## src/rtl/flag_unit_if.sv

```systemverilog
// Flag-unit bus: ALU flags in, status-register writes, stack control,
// condition-code select, and the registered flags / status returned.
// master = sequencer/ALU side, slave = flag_unit.
interface flag_unit_if;
    logic [4:0] alu_flg;
    logic       flg_upd;
    logic       flg_load;
    logic [4:0] flg_load_data;
    logic       push;
    logic       pop;
    logic [3:0] cond;
    logic [4:0] flg;
    logic       cond_true;
    logic       stack_empty;
    logic       stack_full;
    logic       stack_err;

    modport master (
        output alu_flg, flg_upd, flg_load, flg_load_data, push, pop, cond,
        input  flg, cond_true, stack_empty, stack_full, stack_err
    );

    modport slave (
        input  alu_flg, flg_upd, flg_load, flg_load_data, push, pop, cond,
        output flg, cond_true, stack_empty, stack_full, stack_err
    );
endinterface

```

## src/rtl/flag_unit.sv

```systemverilog
// flag_unit: processor status-flag register {Z,CY,S,P,OV} (bit 4..0) with
// branch condition evaluation and a LIFO flag stack for interrupt save/restore.
// Optional macro FLAG_BYPASS_EN: forwards alu_flg into the condition
// evaluation in the same cycle when an ALU update is the winning write.
module flag_unit #(
    parameter int STACK_DEPTH = 4,
    parameter int SP_W        = 2
) (
    input  logic        clk,
    input  logic        rst,
    flag_unit_if.slave  bus
);

    localparam logic [SP_W:0] DEPTH_C = (SP_W+1)'(STACK_DEPTH);

    logic [4:0]      flg_q, flg_d;
    logic [SP_W:0]   cnt_q, cnt_d;
    logic            err_q, err_d;
    logic [4:0]      mem_q [STACK_DEPTH];

    logic            full, empty;
    logic            push_ok, pop_ok;
    logic [SP_W-1:0] wr_ptr, rd_ptr;
    logic [4:0]      eval_flg;

    // Condition-code decode on a flag vector {Z,CY,S,P,OV}.
    function automatic logic cond_eval(input logic [3:0] c, input logic [4:0] f);
        logic z, cy, s, p, ov;
        z  = f[4];
        cy = f[3];
        s  = f[2];
        p  = f[1];
        ov = f[0];
        case (c)
            4'd0:    cond_eval = 1'b1;
            4'd1:    cond_eval = z;
            4'd2:    cond_eval = !z;
            4'd3:    cond_eval = cy;
            4'd4:    cond_eval = !cy;
            4'd5:    cond_eval = s;
            4'd6:    cond_eval = !s;
            4'd7:    cond_eval = p;
            4'd8:    cond_eval = !p;
            4'd9:    cond_eval = ov;
            4'd10:   cond_eval = !ov;
            4'd11:   cond_eval = s ^ ov;
            4'd12:   cond_eval = !(s ^ ov);
            4'd13:   cond_eval = cy | z;
            4'd14:   cond_eval = !(cy | z);
            default: cond_eval = 1'b0;
        endcase
    endfunction

    assign full    = (cnt_q == DEPTH_C);
    assign empty   = (cnt_q == '0);
    // push and pop together is illegal, so each legal op requires the other low
    assign push_ok = bus.push && !bus.pop && !full;
    assign pop_ok  = bus.pop && !bus.push && !empty;
    assign wr_ptr  = cnt_q[SP_W-1:0];
    assign rd_ptr  = wr_ptr - SP_W'(1);

`ifdef FLAG_BYPASS_EN
    assign eval_flg = (bus.flg_upd && !pop_ok && !bus.flg_load) ? bus.alu_flg : flg_q;
`else
    assign eval_flg = flg_q;
`endif

    // Next flag value (pop > load > ALU update > hold), pointer and error pulse.
    always_comb begin
        flg_d = flg_q;
        if (pop_ok)
            flg_d = mem_q[rd_ptr];
        else if (bus.flg_load)
            flg_d = bus.flg_load_data;
        else if (bus.flg_upd)
            flg_d = bus.alu_flg;

        cnt_d = cnt_q;
        if (push_ok)
            cnt_d = cnt_q + (SP_W+1)'(1);
        else if (pop_ok)
            cnt_d = cnt_q - (SP_W+1)'(1);

        err_d = (bus.push && bus.pop) || (bus.push && full) || (bus.pop && empty);
    end

    // Control state with asynchronous reset.
    always_ff @(posedge clk or posedge rst) begin
        if (rst) begin
            flg_q <= '0;
            cnt_q <= '0;
            err_q <= 1'b0;
        end else begin
            flg_q <= flg_d;
            cnt_q <= cnt_d;
            err_q <= err_d;
        end
    end

    // Stack storage saves the pre-edge flags; contents need no reset.
    always_ff @(posedge clk) begin
        if (push_ok)
            mem_q[wr_ptr] <= flg_q;
    end

    assign bus.flg         = flg_q;
    assign bus.cond_true   = cond_eval(bus.cond, eval_flg);
    assign bus.stack_empty = empty;
    assign bus.stack_full  = full;
    assign bus.stack_err   = err_q;

endmodule

```

## src/flat_wrapper.sv

```systemverilog
// flat-port wrapper written by rule: the top's interface ports become plain ports
module flag_unit_flat 
#(
    parameter int STACK_DEPTH = 4,
    parameter int SP_W        = 2
)
  (clk, rst, bus_alu_flg, bus_flg_upd, bus_flg_load, bus_flg_load_data, bus_push, bus_pop, bus_cond, bus_flg, bus_cond_true, bus_stack_empty, bus_stack_full, bus_stack_err);
  flag_unit_if bus_i ();
  input  logic clk;
  input  logic rst;
  input wire logic [$bits(bus_i.alu_flg)-1:0] bus_alu_flg;
  input wire logic [$bits(bus_i.flg_upd)-1:0] bus_flg_upd;
  input wire logic [$bits(bus_i.flg_load)-1:0] bus_flg_load;
  input wire logic [$bits(bus_i.flg_load_data)-1:0] bus_flg_load_data;
  input wire logic [$bits(bus_i.push)-1:0] bus_push;
  input wire logic [$bits(bus_i.pop)-1:0] bus_pop;
  input wire logic [$bits(bus_i.cond)-1:0] bus_cond;
  output wire logic [$bits(bus_i.flg)-1:0] bus_flg;
  output wire logic [$bits(bus_i.cond_true)-1:0] bus_cond_true;
  output wire logic [$bits(bus_i.stack_empty)-1:0] bus_stack_empty;
  output wire logic [$bits(bus_i.stack_full)-1:0] bus_stack_full;
  output wire logic [$bits(bus_i.stack_err)-1:0] bus_stack_err;
  assign bus_i.alu_flg = bus_alu_flg;
  assign bus_i.flg_upd = bus_flg_upd;
  assign bus_i.flg_load = bus_flg_load;
  assign bus_i.flg_load_data = bus_flg_load_data;
  assign bus_i.push = bus_push;
  assign bus_i.pop = bus_pop;
  assign bus_i.cond = bus_cond;
  assign bus_flg = bus_i.flg;
  assign bus_cond_true = bus_i.cond_true;
  assign bus_stack_empty = bus_i.stack_empty;
  assign bus_stack_full = bus_i.stack_full;
  assign bus_stack_err = bus_i.stack_err;
  flag_unit #(.STACK_DEPTH(STACK_DEPTH), .SP_W(SP_W)) u_core (.clk(clk), .rst(rst), .bus(bus_i));
endmodule
```

## config.mk

```make
export PLATFORM = sky130hd
export DESIGN_NAME = flag_unit_flat
export DESIGN_NICKNAME = d
export VERILOG_FILES = /design/src/rtl/flag_unit_if.sv /design/src/rtl/flag_unit.sv /design/src/flat_wrapper.sv
export SDC_FILE = /design/constraint.sdc
export NUM_CORES = 1
export LEC_CHECK = 0
export BUFFER_PORTS_ARGS = -buffer_cell sky130_fd_sc_hd__buf_2
export CAP_MARGIN = 20
export CELL_PAD_IN_SITES_DETAIL_PLACEMENT = 0
export CELL_PAD_IN_SITES_GLOBAL_PLACEMENT = 1
export CORE_ASPECT_RATIO = 1.2
export CORE_MARGIN = 2
export CORE_UTILIZATION = 40
export CTS_CLUSTER_DIAMETER = 80
export DETAILED_ROUTE_END_ITERATION = 7
export PLACE_DENSITY_LB_ADDON = 0.1
export SKIP_LAST_GASP = 1
export SLEW_MARGIN = 5
export SYNTH_ARGS = -nofsm -noshare
export SYNTH_HDL_FRONTEND = slang
export SYNTH_SLANG_ARGS = --single-unit
```

## constraint.sdc

```tcl
create_clock -name clk -period 3.1 [get_ports clk]
set_input_delay 0.62 -clock clk [delete_from_list [all_inputs] [get_ports clk]]
set_output_delay 0.62 -clock clk [all_outputs]
set_load 0.01 [all_outputs]
```

; After elaboration in Yosys (flattened, before gate mapping)
; Memories as Yosys holds them, arrays and structs flattened.
; Cells that the tools add are included.
; W data, S select, Z words.
[totals]
regBits = 9
out_inout_bits = 9
memories = 1
ramBits = 20
mem_bits_ro = 0
latch_bits = 0
[op_classes]
shift = 0
mux = 8
multipliers = 0
div_mod_pow = 0
n_lt_le_gt_ge = 0
n_bitwise = 2
n_eq_ne = 15
addsub = 3
n_reduce_logical = 24
[mem_list]
columns = memory, words, word_bits, rd, rd_clocked_by_memory_dff, wr, line_no
row1 = u_core.mem_q, 4, 5, 1, 0, 1, flag_unit.sv:19  ; logic [4:0] mem_q [STACK_DEPTH];
[op_table]
columns = operator, count
row1 = $eq A4 B4 Y1 const B, 7
row2 = $eq A4 B3 Y1 const B, 4
row3 = $mux W5, 3
row4 = $pmux W1 S15, 1
row5 = $logic_not A1 Y1, 11
row6 = $eq A4 B2 Y1 const B, 2
row7 = $logic_and A1 B1 Y1, 7
row8 = $mux W3, 2
row9 = $eq A4 B1 Y1 const B, 1
row10 = $logic_not A4 Y1, 1
row11 = $add A3 B1 Y3 const B, 1
row12 = $eq A3 B3 Y1 const B, 1
row13 = $logic_not A3 Y1, 1
row14 = $reduce_bool A3 Y1, 1
row15 = $sub A3 B1 Y3 const B, 1
row16 = $logic_or A1 B1 Y1, 2
row17 = $mux W1, 2
row18 = $reduce_bool A2 Y1, 1
row19 = $sub A2 B1 Y2 const B, 1
row20 = $or A1 B1 Y1, 1
row21 = $xor A1 B1 Y1, 1

; Longest topological paths before layout
[depth]
ltp_word = 5
depth_mapped = 10

; Worst setup path before layout
; No wires, ideal clock.
[synth_timing]
path_type = register to register
start = reg u_core.cnt_q[0]
end = reg u_core.cnt_q[1]
slack_ns = 0.803
setup_time_ns = 0.125
required_time_ns = 2.975
arrival_time_ns = 2.172
path_buffers = 1
path_stages_with_launch = 10
synth_period_minus_slack_ns = 2.297
path_cell_list = dfrtp_1 > buf_2 > inv_1 > ha_1 > nand2_1 > inv_1 > nor3b_1 > inv_1 > fa_1 > mux2_4
[synth_via]
elab_chain_cells = 4
[synth_rtl]
columns = item, line_no
row1 = "start, declared", flag_unit.sv:17  ; logic [SP_W:0] cnt_q, cnt_d;
row2 = "start signal, assigned", flag_unit.sv:95  ; cnt_q <= cnt_d;
row3 = $eq A3 B3 Y1, flag_unit.sv:54  ; assign full = (cnt_q == DEPTH_C);
row4 = net bus_stack_full, flat_wrapper.sv:21  ; output wire logic [$bits(bus_i.stack_full)-1:0] bus_stack_full;
row5 = $logic_not A1 Y1, flag_unit.sv:57  ; assign push_ok = bus.push && !bus.pop && !full;
row6 = $logic_and A1 B1 Y1, flag_unit.sv:57
row7 = $mux W3, flag_unit.sv:79  ; if (push_ok)
row8 = net u_core.cnt_d[1], flag_unit.sv:17
; The timed path passes the listed nets, and every way through them passes these cells. The select of a mux whose other input is x is not followed.
; A chain may end at the register's enable or synchronous reset.

; Worst setup path after layout
[layout_timing]
start = reg u_core.cnt_q[1]
end = reg u_core.cnt_q[1]
[layout_via]
elab_chain_cells = 4
[layout_rtl]
columns = item, line_no
row1 = branches (longest 3 deep; another with $sub A3 B1 Y3), n/a
row2 = $mux W3 (*), flag_unit.sv:79
row3 = net u_core.cnt_d[1], flag_unit.sv:17
; Mark *: on every way through the listed nets, which the timed path passes. The select of a mux whose other input is x is not followed.

==> impl_metrics.env <==
export IMPL_skew_ns=0.00302
export IMPL_powerDensity_nw_per_um2=828
export IMPL_max_vdd_ir_drop_mv=0.375
export IMPL_grt_pass1_wl_um=4580
export IMPL_cp_arrival_ns=2.51
export IMPL_drt_iter0_drc=22
export IMPL_cp_max_fo=5
export IMPL_hold_path_class="primary input to asynchronous set/reset pin"
export IMPL_clock_sinks=29
export IMPL_cts_setup_buffers=0
export IMPL_grt_pass1_vias=934
export IMPL_fp_row_count=24
export IMPL_fin_cells=177
export IMPL_cap_violations=0
export IMPL_setup_violations=0
export IMPL_synth_top_area_share_pct=40.3
export IMPL_finalCriticalPeriod_ns=2.34
export IMPL_vias=943
export IMPL_drc=0
export IMPL_grt_usage_pct=15.5
export IMPL_crit_type="flip-flop to flip-flop"
export IMPL_diodes=0
export IMPL_slew_violations=0
export IMPL_die_area_um2=4230
export IMPL_post_place_ws_ns=0.769
export IMPL_core_um2=3600
export IMPL_synthCells=106
export IMPL_cts_resized_gates=0
export IMPL_dpl_hpwl_um=2030
export IMPL_start_kind="flip-flop"
export IMPL_pin_count=29
export IMPL_h_tree_depth=2
export IMPL_ys_ff_latch=29
export IMPL_first_pass_iters=4
export IMPL_worstRegToRegCells=8
export IMPL_synth_warnings=0
export IMPL_clk_latency_ns=0.28
export IMPL_synth_cell_types=35
export IMPL_fillers=330
export IMPL_synth_fp_nets=131
export IMPL_grt_max_degree=12
export IMPL_nNetsFinal=162
export IMPL_timing_hold_ws_ns=0.299
export IMPL_yosys_area_top_type="edfxtp_1"
export IMPL_max_slew_margin_pct=66.3
export IMPL_seq_area_frac_synth_pct=55.4
export IMPL_post_place_cells=169
export IMPL_clk_pin_slew_worst_paths_ns=0.06
export IMPL_worstMarginPinSlew_ns=0.505
export IMPL_viasPerCell=5.33
export IMPL_gp_congestion=0.698
export IMPL_wl_per_cell_um=16.2
export IMPL_status="finished clean"
export IMPL_fp_dieH_um=70.9
export IMPL_port_buffers=28
export IMPL_max_freq_mhz=427
export IMPL_fin_tns_setup_ns=0
export IMPL_ff2ff_setup_slack_ns=0.76
export IMPL_area_delta_synth_final_pct=17.4
export IMPL_end_kind="flip-flop"
export IMPL_fin_crit_sh_pct=75.6
export IMPL_final_layout_size_suffix_gt1_share_pct=37.0
export IMPL_start_util_pct=41.4
export IMPL_p_leak_uw=0.000723
export IMPL_rsz0062_at_grt="false"
export IMPL_avgSynthCellArea_um2=14.1
export IMPL_synthTopCellsByArea="edfxtp_1 40%, dfrtp_1 15%, mux4_2 7.6%"
export IMPL_synthesis_area_um2=1490
export IMPL_crit_required_ns=3.26
export IMPL_cts_tree="done"
export IMPL_hold_viol=0
export IMPL_fin_ws_ns=0.757
export IMPL_routed_wl_um=2870
export IMPL_root_buffer="clkbuf_8"
export IMPL_clock_path_buffers=2
export IMPL_final_util_pct=48.6
export IMPL_postCtsHoldBufs=0
export IMPL_die_w_um=59.7
export IMPL_cts_buffers=5
export IMPL_ant_nets=0
export IMPL_antenna_found_initial=0
export IMPL_overflow=0
worst max-delay path, stage by stage, from the launching register on:
cell and delay [ns]:
dfrtp_1 0.44, inv_1 0.09, ha_1 0.24, nand2_1 0.08, inv_1 0.05, nor3b_1 0.43, inv_1 0.16, fa_1 0.46
mux2_4 0.28
cell usage in the layout (no fill, tap or decap), drive strengths merged, types with 5 or more instances in the layout:
master,count
edfxtp,20
dfrtp,9
inv,6
clkbuf,8
nand2,6
mux2,7
buf,29
mux4,5
and2,5
o21ai,6
mux2i,7
power by group:
group          switching [uW]  leakage [uW]  internal (uW)  total (uW)
combinational             237      0.000388            270         508
sequential                101      0.000289            527         628
clock                     132     0.0000455            180         313
total                     471      0.000723            978        1450
cells in the mapped netlist, drive strengths merged:
cell	count
o211ai	2
clkbuf	2
and2	5
ha	4
a31oi	1
o22a	2
a211o	1
mux4	5
edfxtp	20
buf	3
mux2	7
o31a	1
xnor2	2
xor2	1
a32oi	1
nor3b	4
a22o	1
nor4b	1
nand2	6
o221ai	1
inv	6
dfrtp	9
nor2	2
or3b	1
nor2b	3
o21ai	6
mux2i	7
nand2b	1
fa	1
metrics by stage:
step	total power [uW]	area [um^2]
2_1_floorplan	977	1490
3_3_place_gp	1130	1660
3_5_place_dp	1150	1660
4_1_cts	1470	1750
5_1_grt	1550	1750
6_report	1450	1750
state kept, by name, indices dropped and copies added (netlist names):
signal / cells
u_core.mem_q: 20
u_core.bus.flg: 5
u_core.cnt_q: 3
u_core.bus.stack_err: 1
kinds of logic (layout without fill, tap and decap cells):
logic type,after synthesis,count (layout),synth area share [%]
AOI/OAI and AO/OA,16,16,7.63
adders and majority gates,5,5,4.70
buffers and inverters,11,43,3.36
DFF,29,29,55.4
xor gates and xnor gates,3,3,1.76
and+or+nand+nor,23,23,9.40
muxes,19,19,17.8
cell type report:
| class | instances | area (um^2) | share of cell area, % |
|---|---|---|---|
| sequential | 29 | 826 | 47.2 |
| multi-input combinational | 66 | 616 | 35.2 |
| clock buffer | 8 | 90.1 | 5.15 |
| timing repair buffer | 29 | 148 | 8.43 |
| tap | 39 | 48.8 | 2.79 |
| inverter | 6 | 22.5 | 1.29 |
routing by layer:
metal | wire [um] | track usage (%) | up-vias
li1 | - | - | 456
met1 | 1230 | 18.1 | 454
met2 | 1460 | 25.2 | 28
met3 | 143 | 6.58 | 5
met4 | 42 | 5.19 | 0
met5 | 0 | 0 | -
path summary, 6_finish.rpt:
check | start | end
worst min register to register | u_core.cnt_q[2] | u_core.cnt_q[2]
max in group asynchronous | rst | u_core.bus.flg[1]
min in group clk | u_core.cnt_q[2] | u_core.cnt_q[2]
worst max register to register | u_core.cnt_q[1] | u_core.cnt_q[1]
worst max-delay path | u_core.cnt_q[1] | u_core.cnt_q[1]
worst min-delay path | rst | u_core.bus.flg[3]
No activity file was read; power rests on OpenSTA's default activity.
